`src/rtl/ram_sequencer.sv`:
```
// ram_sequencer: burst controller that owns the address, dataIn and RW
// inputs of a 16x32 combinational RAM.
// Ports:
//   clk, reset          clock and asynchronous active-high reset
//   req_valid/req_ready burst request handshake; req_write, req_addr, req_len
//                       (length minus one) describe the burst
//   wr_data/wr_valid/wr_ready   write word stream (consumed in W_WAIT)
//   rd_data/rd_valid/rd_ready   registered read word stream (stallable)
//   done                one-cycle pulse at burst completion
//   busy                high whenever a burst is in progress
//   ram_address, ram_dataIn, ram_RW   registered RAM controls
//   ram_dataOut         combinational RAM read data
// Writes are phased setup / strobe / hold so RW is only high while address
// and data are stable.
module ram_sequencer #(
    parameter int unsigned AW = 4,
    parameter int unsigned DW = 32
) (
    input  logic          clk,
    input  logic          reset,
    input  logic          req_valid,
    output logic          req_ready,
    input  logic          req_write,
    input  logic [AW-1:0] req_addr,
    input  logic [3:0]    req_len,
    input  logic [DW-1:0] wr_data,
    input  logic          wr_valid,
    output logic          wr_ready,
    output logic [DW-1:0] rd_data,
    output logic          rd_valid,
    input  logic          rd_ready,
    output logic          done,
    output logic          busy,
    output logic [AW-1:0] ram_address,
    output logic [DW-1:0] ram_dataIn,
    output logic          ram_RW,
    input  logic [DW-1:0] ram_dataOut
);

    localparam int unsigned LW = 4;

    typedef enum logic [2:0] {
        IDLE,
        W_WAIT,
        W_STROBE,
        W_HOLD,
        R_ADDR,
        R_OUT
    } state_t;

    state_t        state_q, state_d;
    logic [AW-1:0] addr_q, addr_d;
    logic [LW-1:0] rem_q, rem_d;
    logic [DW-1:0] din_q, din_d;
    logic [DW-1:0] rdata_q, rdata_d;
    logic          rvalid_q, rvalid_d;
    logic          done_q, done_d;
    logic          rw_q;
    logic          req_ready_q;
    logic          wr_ready_q;
    logic          busy_q;

    // Next-state and datapath update for the burst sequencer.
    always_comb begin
        state_d  = state_q;
        addr_d   = addr_q;
        rem_d    = rem_q;
        din_d    = din_q;
        rdata_d  = rdata_q;
        rvalid_d = rvalid_q;
        done_d   = 1'b0;
        case (state_q)
            IDLE: begin
                // req_ready is high exactly in IDLE, so req_valid alone accepts.
                if (req_valid) begin
                    addr_d  = req_addr;
                    rem_d   = req_len;
                    state_d = req_write ? W_WAIT : R_ADDR;
                end
            end
            W_WAIT: begin
                if (wr_valid) begin
                    din_d   = wr_data;
                    state_d = W_STROBE;
                end
            end
            W_STROBE: begin
                state_d = W_HOLD;
            end
            W_HOLD: begin
                if (rem_q == LW'(0)) begin
                    done_d  = 1'b1;
                    state_d = IDLE;
                end else begin
                    addr_d  = addr_q + AW'(1);
                    rem_d   = rem_q - LW'(1);
                    state_d = W_WAIT;
                end
            end
            R_ADDR: begin
                // Address has been stable for a full cycle; capture RAM output.
                rdata_d  = ram_dataOut;
                rvalid_d = 1'b1;
                state_d  = R_OUT;
            end
            R_OUT: begin
                if (rvalid_q && rd_ready) begin
                    rvalid_d = 1'b0;
                    if (rem_q == LW'(0)) begin
                        done_d  = 1'b1;
                        state_d = IDLE;
                    end else begin
                        addr_d  = addr_q + AW'(1);
                        rem_d   = rem_q - LW'(1);
                        state_d = R_ADDR;
                    end
                end
            end
            default: begin
                state_d = IDLE;
            end
        endcase
    end

    // State and registered outputs; status flags are decoded from the next state
    // so they line up with the state they describe.
    always_ff @(posedge clk or posedge reset) begin
        if (reset) begin
            state_q     <= IDLE;
            addr_q      <= '0;
            rem_q       <= '0;
            din_q       <= '0;
            rdata_q     <= '0;
            rvalid_q    <= 1'b0;
            done_q      <= 1'b0;
            rw_q        <= 1'b0;
            req_ready_q <= 1'b1;
            wr_ready_q  <= 1'b0;
            busy_q      <= 1'b0;
        end else begin
            state_q     <= state_d;
            addr_q      <= addr_d;
            rem_q       <= rem_d;
            din_q       <= din_d;
            rdata_q     <= rdata_d;
            rvalid_q    <= rvalid_d;
            done_q      <= done_d;
            rw_q        <= (state_d == W_STROBE);
            req_ready_q <= (state_d == IDLE);
            wr_ready_q  <= (state_d == W_WAIT);
            busy_q      <= (state_d != IDLE);
        end
    end

    assign req_ready   = req_ready_q;
    assign wr_ready    = wr_ready_q;
    assign rd_data     = rdata_q;
    assign rd_valid    = rvalid_q;
    assign done        = done_q;
    assign busy        = busy_q;
    assign ram_address = addr_q;
    assign ram_dataIn  = din_q;
    assign ram_RW      = rw_q;

endmodule

```
`config.mk`:
```
export PLATFORM = sky130hd
export DESIGN_NAME = ram_sequencer
export DESIGN_NICKNAME = d
export VERILOG_FILES = /design/src/rtl/ram_sequencer.sv
export SDC_FILE = /design/constraint.sdc
export NUM_CORES = 1
export LEC_CHECK = 0
export ABC_AREA = 1
export BUFFER_PORTS_ARGS = -buffer_cell sky130_fd_sc_hd__buf_2
export CORE_UTILIZATION = 47
export CTS_CLUSTER_DIAMETER = 80
export DETAILED_ROUTE_END_ITERATION = 10
export GPL_TIMING_DRIVEN = 0
export PLACE_DENSITY = 0.8
export SLEW_MARGIN = 20
export SYNTH_ARGS = -nofsm -noshare
export SYNTH_HDL_FRONTEND = slang
export SYNTH_SLANG_ARGS = --single-unit
```
`constraint.sdc`:
```
create_clock -name clk -period 2.6 [get_ports clk]
set_input_delay 0 -clock clk [delete_from_list [all_inputs] [get_ports clk]]
set_output_delay 0 -clock clk [all_outputs]
set_load 0.01 [all_outputs]
```
==> reports/qor.txt, run 1 <==
Worst Setup Start Kind: flip-flop
total leakage power: 3.00 nW
register area share after synthesis: 58.8%
number of synthesized flops with an enable pin: 0
Synth Area in Compound Gates: 0.980%
placed inst area: 4350 um^2
synth warn: 0
largest net degree at the start of global routing: 44
top post-synthesis cells by count: nand2_1 (240), dfrtp_1 (80), nand3_1 (22)
count of input and output buffers: 151
Diodes inserted: 0
Max Clock Freq: 637 MHz
final routed DRC violation total: 0
non-filler instance count after layout: 739
slowest CP cell: dfrtp_1
Final setup viols: 0
synthesized-area fraction occupied by adder cells: 0.726%
Unique masters post-synth: 23
H-tree depth: 3
total CTS buffers: 9
syn avg cell area: 8.43 um^2
Max Cap Viol: 0
Routed Antenna Nets: 0
crit-path max FO: 9
P&R area growth vs syn: 51.6%
TritonCTS clock tree: done
area share of the largest cell type after synthesis: 58.1%
crit path cell chain: inv_2, nand3_4, nand2_2, nand2_4, nand2_4, nand2_4, nand2_1, nand2_1
most frequent CP cell: nand2_4
GP Congestion: 0.800
die footprint: 7680 um^2
Clock Path Buffers: 2
Hold Fails Final Rpt: 0
largest family of logic cells by synthesized area: simple AND/OR/NAND/NOR gates
Final period util: 60.4%
crit path to: rem_q[2]
Core ar.: 6940 um^2
FILL cells: 489
Placed Cells incl. Taps: 657
die width: 87.7 um
Register Area: 2030 um^2
Max Transition Viols Final: 0
crit path time final: 1.57 ns
Reg2Reg Depth: 8
WP data required: 2.83 ns
P per Cell Area: 1150 nW/um^2
synthesized instance count: 409
via count: 3527
nets@finish: 718
largest cells by area after synthesis: dfrtp_1 (58%), nand2_1 (26%), nand3_1 (3.2%)
post-cts gate resize count: 0
first-pass GRT wire length: 15600 um
WL/cell: 13.1 um
r2r startpoint: state_q[2]
post-synth net total: 489
Yosys reg bits: 81
RSZ-0062 raised after global routing: false
worst skew pair latency: 0.35 ns
clk sinks: 81
Setup Skew: 0.0103 ns
Post-Synth XOR/XNOR Area: 0.508%
Synth area leader: dfrtp_1
slowest cell delay on critical path: 0.46 ns
I/O pins: 152
mux cell area share after synthesis: 0%
most frequent cell after synthesis: nand2_1
simple-gate share of the synthesized area: 34.5%
fin area: 5230 um^2
max_slew headroom: 63.9%
DR vias/cell: 4.77
Critical Setup Path Class: reg2reg
height of the die: 87.7 um
vias in the first global route: 3552
Hold Path Class: in2reg
Synth Flop Type: dfrtp_1
final wirelength: 9700 um
initial core utilization: 49.7%
FF-to-FF setup slack: 1.03 ns
Rows: 30
clock edge transition at the registers on the reported setup and hold paths: 0.08 ns
Iteration-0 DRC Markers: 195
dpl hpwl: 5930 um
First-pass DRT Iterations: 5
layout cell share with drive strength beyond 1: 30.6%
initial antenna violation count: 0
RR Endpoint: rem_q[2]
CP Capture Type: flip-flop
Crit. Startpoint: state_q[2]
HP Start: req_len[3]
Total GRT Usage: 26.5%
gr ovfl total: 0
peak supply drop: 0.638 mV
asr flop ratio synth: 100%
Finished Core Util: 75.3%
Synth Cell Area: 3450 um^2
status: finished clean
Crit path arrival time: 1.80 ns
CTS root buffer: clkbuf_8
multi-input logic area: 1270 um^2
Slew @ Worst Pin: 0.541 ns
## cells in the final DEF, fill, tap and decap left out, types with 3 or more instances in the layout
cell           instances
nor2_1                 9
nand2_4                3
nand2_1              240
inv_1                 13
dlygate4sd3_1         66
inv_2                  6
nand3_1               22
dfrtp_1               80
buf_4                  3
clkbuf_8              10
buf_2                160
## metal layers
metal  routed length (um)  share of wire, %  global-route usage [%]
met5                    0                 0                       0
met4                  308               3.2                    13.6
met3                  515               5.3                    5.66
met2                 5000                52                    46.9
met1                 3880                40                    30.2
## worst min-delay path by stage
stage                      to  cells after the start
6_report             rem_q[3]                      5
5_1_grt        ram_address[2]                      5
4_1_cts              rem_q[3]                      5
3_5_place_dp      rd_data[14]                      2
3_3_place_gp    ram_dataIn[2]                      3
2_1_floorplan   ram_dataIn[0]                      2
## stage by stage
stage | total power [mW] | worst slack (ns) | hold slack (ns) | TNS, ns
after global routing | 6.51 | 0.886 | 0.0310 | 0
after detailed placement | 4.90 | 1.03 | 0.0932 | 0
final | 6.02 | 1.03 | 0.0162 | 0
after CTS | 6.01 | 1.02 | 0.00606 | 0
after floorplan | 3.93 | 0.522 | 0.110 | 0
after global placement | 4.79 | -0.414 | 0.195 | -32.74
## cells by family after synthesis
kind of cell | after synthesis
adders and majority gates | 2
xor gates and xnor gates | 2
buffers and inverters | 33
DFF | 81
AOI/OAI and AO/OA | 6
and+or+nand+nor | 285
## worst max-delay path: cells and delay by family (launching register included)
kind	cells	cell delay [ns]
buffers and inverters	1	0.22
AND/OR/NAND/NOR	7	0.80
flip-flops	1	0.46
## flip-flops by register name, summed over array words and instances (netlist names), 3 cells and up
| register | flops |
|---|---|
| rd_data | 32 |
| ram_dataIn | 32 |
| rem_q | 4 |
| state_q | 3 |
| ram_address | 4 |
## where the power goes
part	switching [mW]	internal (mW)	total (mW)
clock	0.446	0.570	1.02
combinational	1.69	1.07	2.77
sequential	0.373	1.87	2.24
total	2.51	3.51	6.02
## what timing repair did
item / CTS / global route
hold buffers: 66 / 0
hold endpoints to repair: 107 / 0
buffers inserted: 0 / 0
## area by class of cell
class / count / share of cell area, %
clock buffer: 12 / 2.78
inverter: 20 / 1.48
buffer: 13 / 1.51
multi-input combinational: 295 / 24.2
tap: 96 / 2.30
clock inverter: 4 / 1.46
sequential: 81 / 38.8
timing repair buffer: 218 / 27.5
Note: power is estimated with default switching activity, not from simulation.
==> inputs of run 2 (changes only) <==
CORE_UTILIZATION = 43   (was 47)
PLACE_DENSITY = 0.77   (was 0.8)
clock period = 1.3 ns   (was 2.6 ns; I/O delays follow)
==> reports/qor.txt, run 2 (synthesis results as in run 1) <==
Max Clock Freq: 734 MHz (+15%)
Max Cap Viol: 0 (unchanged)
Critical Setup Path Class: reg2reg
Final period util: 105% (+45 points)
most frequent cells in the layout: nand2_1 (210), buf_2 (151), dfrtp_1 (77)
Setup Skew: 0.0103 ns (+0.0000696 ns)
crit path time final: 1.36 ns (-0.206 ns)
Total GRT Usage: 24.8% (-1.7 points)
most common cell after layout, fill and taps aside: nand2_1
P&R area growth vs syn: 66.7%
WL/cell: 13.8 um (+4.8%)
GP Congestion: 0.858 (+7.2%)
clock edge transition at the registers on the reported setup and hold paths: 0.09 ns (about the same)
Final setup viols: 18 (+18)
Crit path arrival time: 1.65 ns (-0.15 ns)
die footprint: 8380 um^2 (+9.1%)
via count: 3651 (+3.5%)
height of the die: 91.6 um (+4.4%)
GR Util met3: 5.03% (-0.63 points)
pre-CTS WS: -0.155 ns (-1.18 ns)
FILL cells: 543 (+11%)
total CTS buffers: 9 (unchanged)
gr ovfl total: 0 (unchanged)
P per Cell Area: 2370 nW/um^2 (+110%)
crit-path max FO: 6 (-3)
Iteration-0 DRC Markers: 168 (-14%)
setup TNS: -0.237 ns (-0.237 ns)
largest net degree at the start of global routing: 33 (-25%)
Clock Path Buffers: 2 (unchanged)
status: finished with violations
Worst Setup Start Kind: flip-flop
RSZ-0062 raised after global routing: true
Routed Antenna Nets: 0 (unchanged)
Max Transition Viols Final: 0 (unchanged)
total leakage power: 3.17 nW (+5.9%)
Slew @ Worst Pin: 0.523 ns (-0.0177 ns)
CTS root buffer: clkbuf_8
Rows: 32 (+6.7%)
Finished Core Util: 74.4% (-0.91 points)
clk sinks: 81 (unchanged)
GR Layer Usage met2: 43.7% (-3.1 points)
WP data required: 1.58 ns (-1.25 ns)
count of input and output buffers: 151 (unchanged)
initial core utilization: 44.6% (-5.0 points)
vias in the first global route: 3556 (+0.11%)
die width: 91.6 um (+4.4%)
max_slew headroom: 65.0% (+1.1 points)
first-pass GRT wire length: 16200 um (+3.5%)
CP Capture Type: flip-flop
TritonCTS clock tree: done
layout cell share with drive strength beyond 1: 39.6% (+9.0 points)
non-filler instance count after layout: 771 (+4.3%)
dpl hpwl: 5920 um (-0.13%)
DR vias/cell: 4.74 (-0.78%)
Tot Pwr: 13.6 mW (+130%)
most used routing layer in global routing: met2
final wirelength: 10600 um (+9.3%)
Placed Cells incl. Taps: 664 (+1.1%)
GR Util met1: 28.9% (-1.3 points)
Hold Path Class: in2reg
worst skew pair latency: 0.35 ns (about the same)
Core ar.: 7730 um^2 (+11%)
nets@finish: 744 (+3.6%)
Diodes inserted: 0 (unchanged)
Hold Fails Final Rpt: 0 (unchanged)
H-tree depth: 3 (unchanged)
First-pass DRT Iterations: 4 (-1)
I/O pins: 152 (unchanged)
setup slack after layout: -0.0633 ns (-1.09 ns)
initial antenna violation count: 0 (unchanged)
peak supply drop: 1.26 mV (+98%)
failing checks: setup timing
final routed DRC violation total: 0 (unchanged)
## run 2: path summary, 6_finish.rpt
path / startpoint / to / slack, ns / cells past startpoint
min in group asynchronous: reset / rd_valid / 0.25 / 3
max: state_q[1] / busy / -0.06 / 8
min: req_addr[2] / ram_address[2] / 0.008 / 5
max in group asynchronous: reset / req_ready / 0.47 / 4
min reg2reg: rd_data[25] / rd_data[25] / 0.47 / 2
max reg2reg: state_q[1] / busy / -0.06 / 8
## run 2: area by class of cell
class / count / area, um^2 / share of cell area [%]
plain buffers: 13 / 169 / 2.94
clock buffers: 10 / 128 / 2.22
clock inverters: 6 / 67.6 / 1.18
inverters: 20 / 101 / 1.76
multi-input cells: 295 / 1430 / 24.8
flip-flops and latches: 81 / 2030 / 35.4
well taps: 102 / 128 / 2.22
repair buffers: 243 / 1690 / 29.5
repair inverters: 1 / 5.00 / 0.0871
## run 2: repair_timing
action,CTS,global route
endpoints found under the setup margin,72,72
resized for setup,20,78
hold buffers,67,0
setup buffers,5,15
pin swaps,2,18
cloned,0,4
hold endpoints to repair,85,0
## run 2: routing by layer
metal	vias to the layer above	part of all wire [%]
met4	0	2.6
met2	127	52
li1	1767	-
met3	26	4.9
met5	-	0
met1	1731	41
## run 2: power breakdown
part           leakage, nW  internal, mW  switching [mW]
clock network       0.0929         0.896           0.958
logic                 2.08          3.18            4.01
registers            0.999          3.75           0.801
total                 3.17          7.83            5.77
## run 2: through the flow
| step | area, um^2 | hold WS, ns |
|---|---|---|
| floorplan | 3460 | 0.110 |
| finish | 5750 | 0.00766 |
| global placement | 4340 | 0.195 |
| detailed placement | 4380 | 0.0724 |
| global route | 5750 | 0.0166 |
| CTS | 5360 | 0.00397 |
## run 2: critical path: stages, from the launching register on
cell,delay [ns]
dfrtp_2,0.48
buf_4,0.17
nor2_4,0.11
nand2_2,0.11
nor2_1,0.20
nor2_2,0.07
nand2_2,0.09
inv_2,0.03
nand2_1,0.05
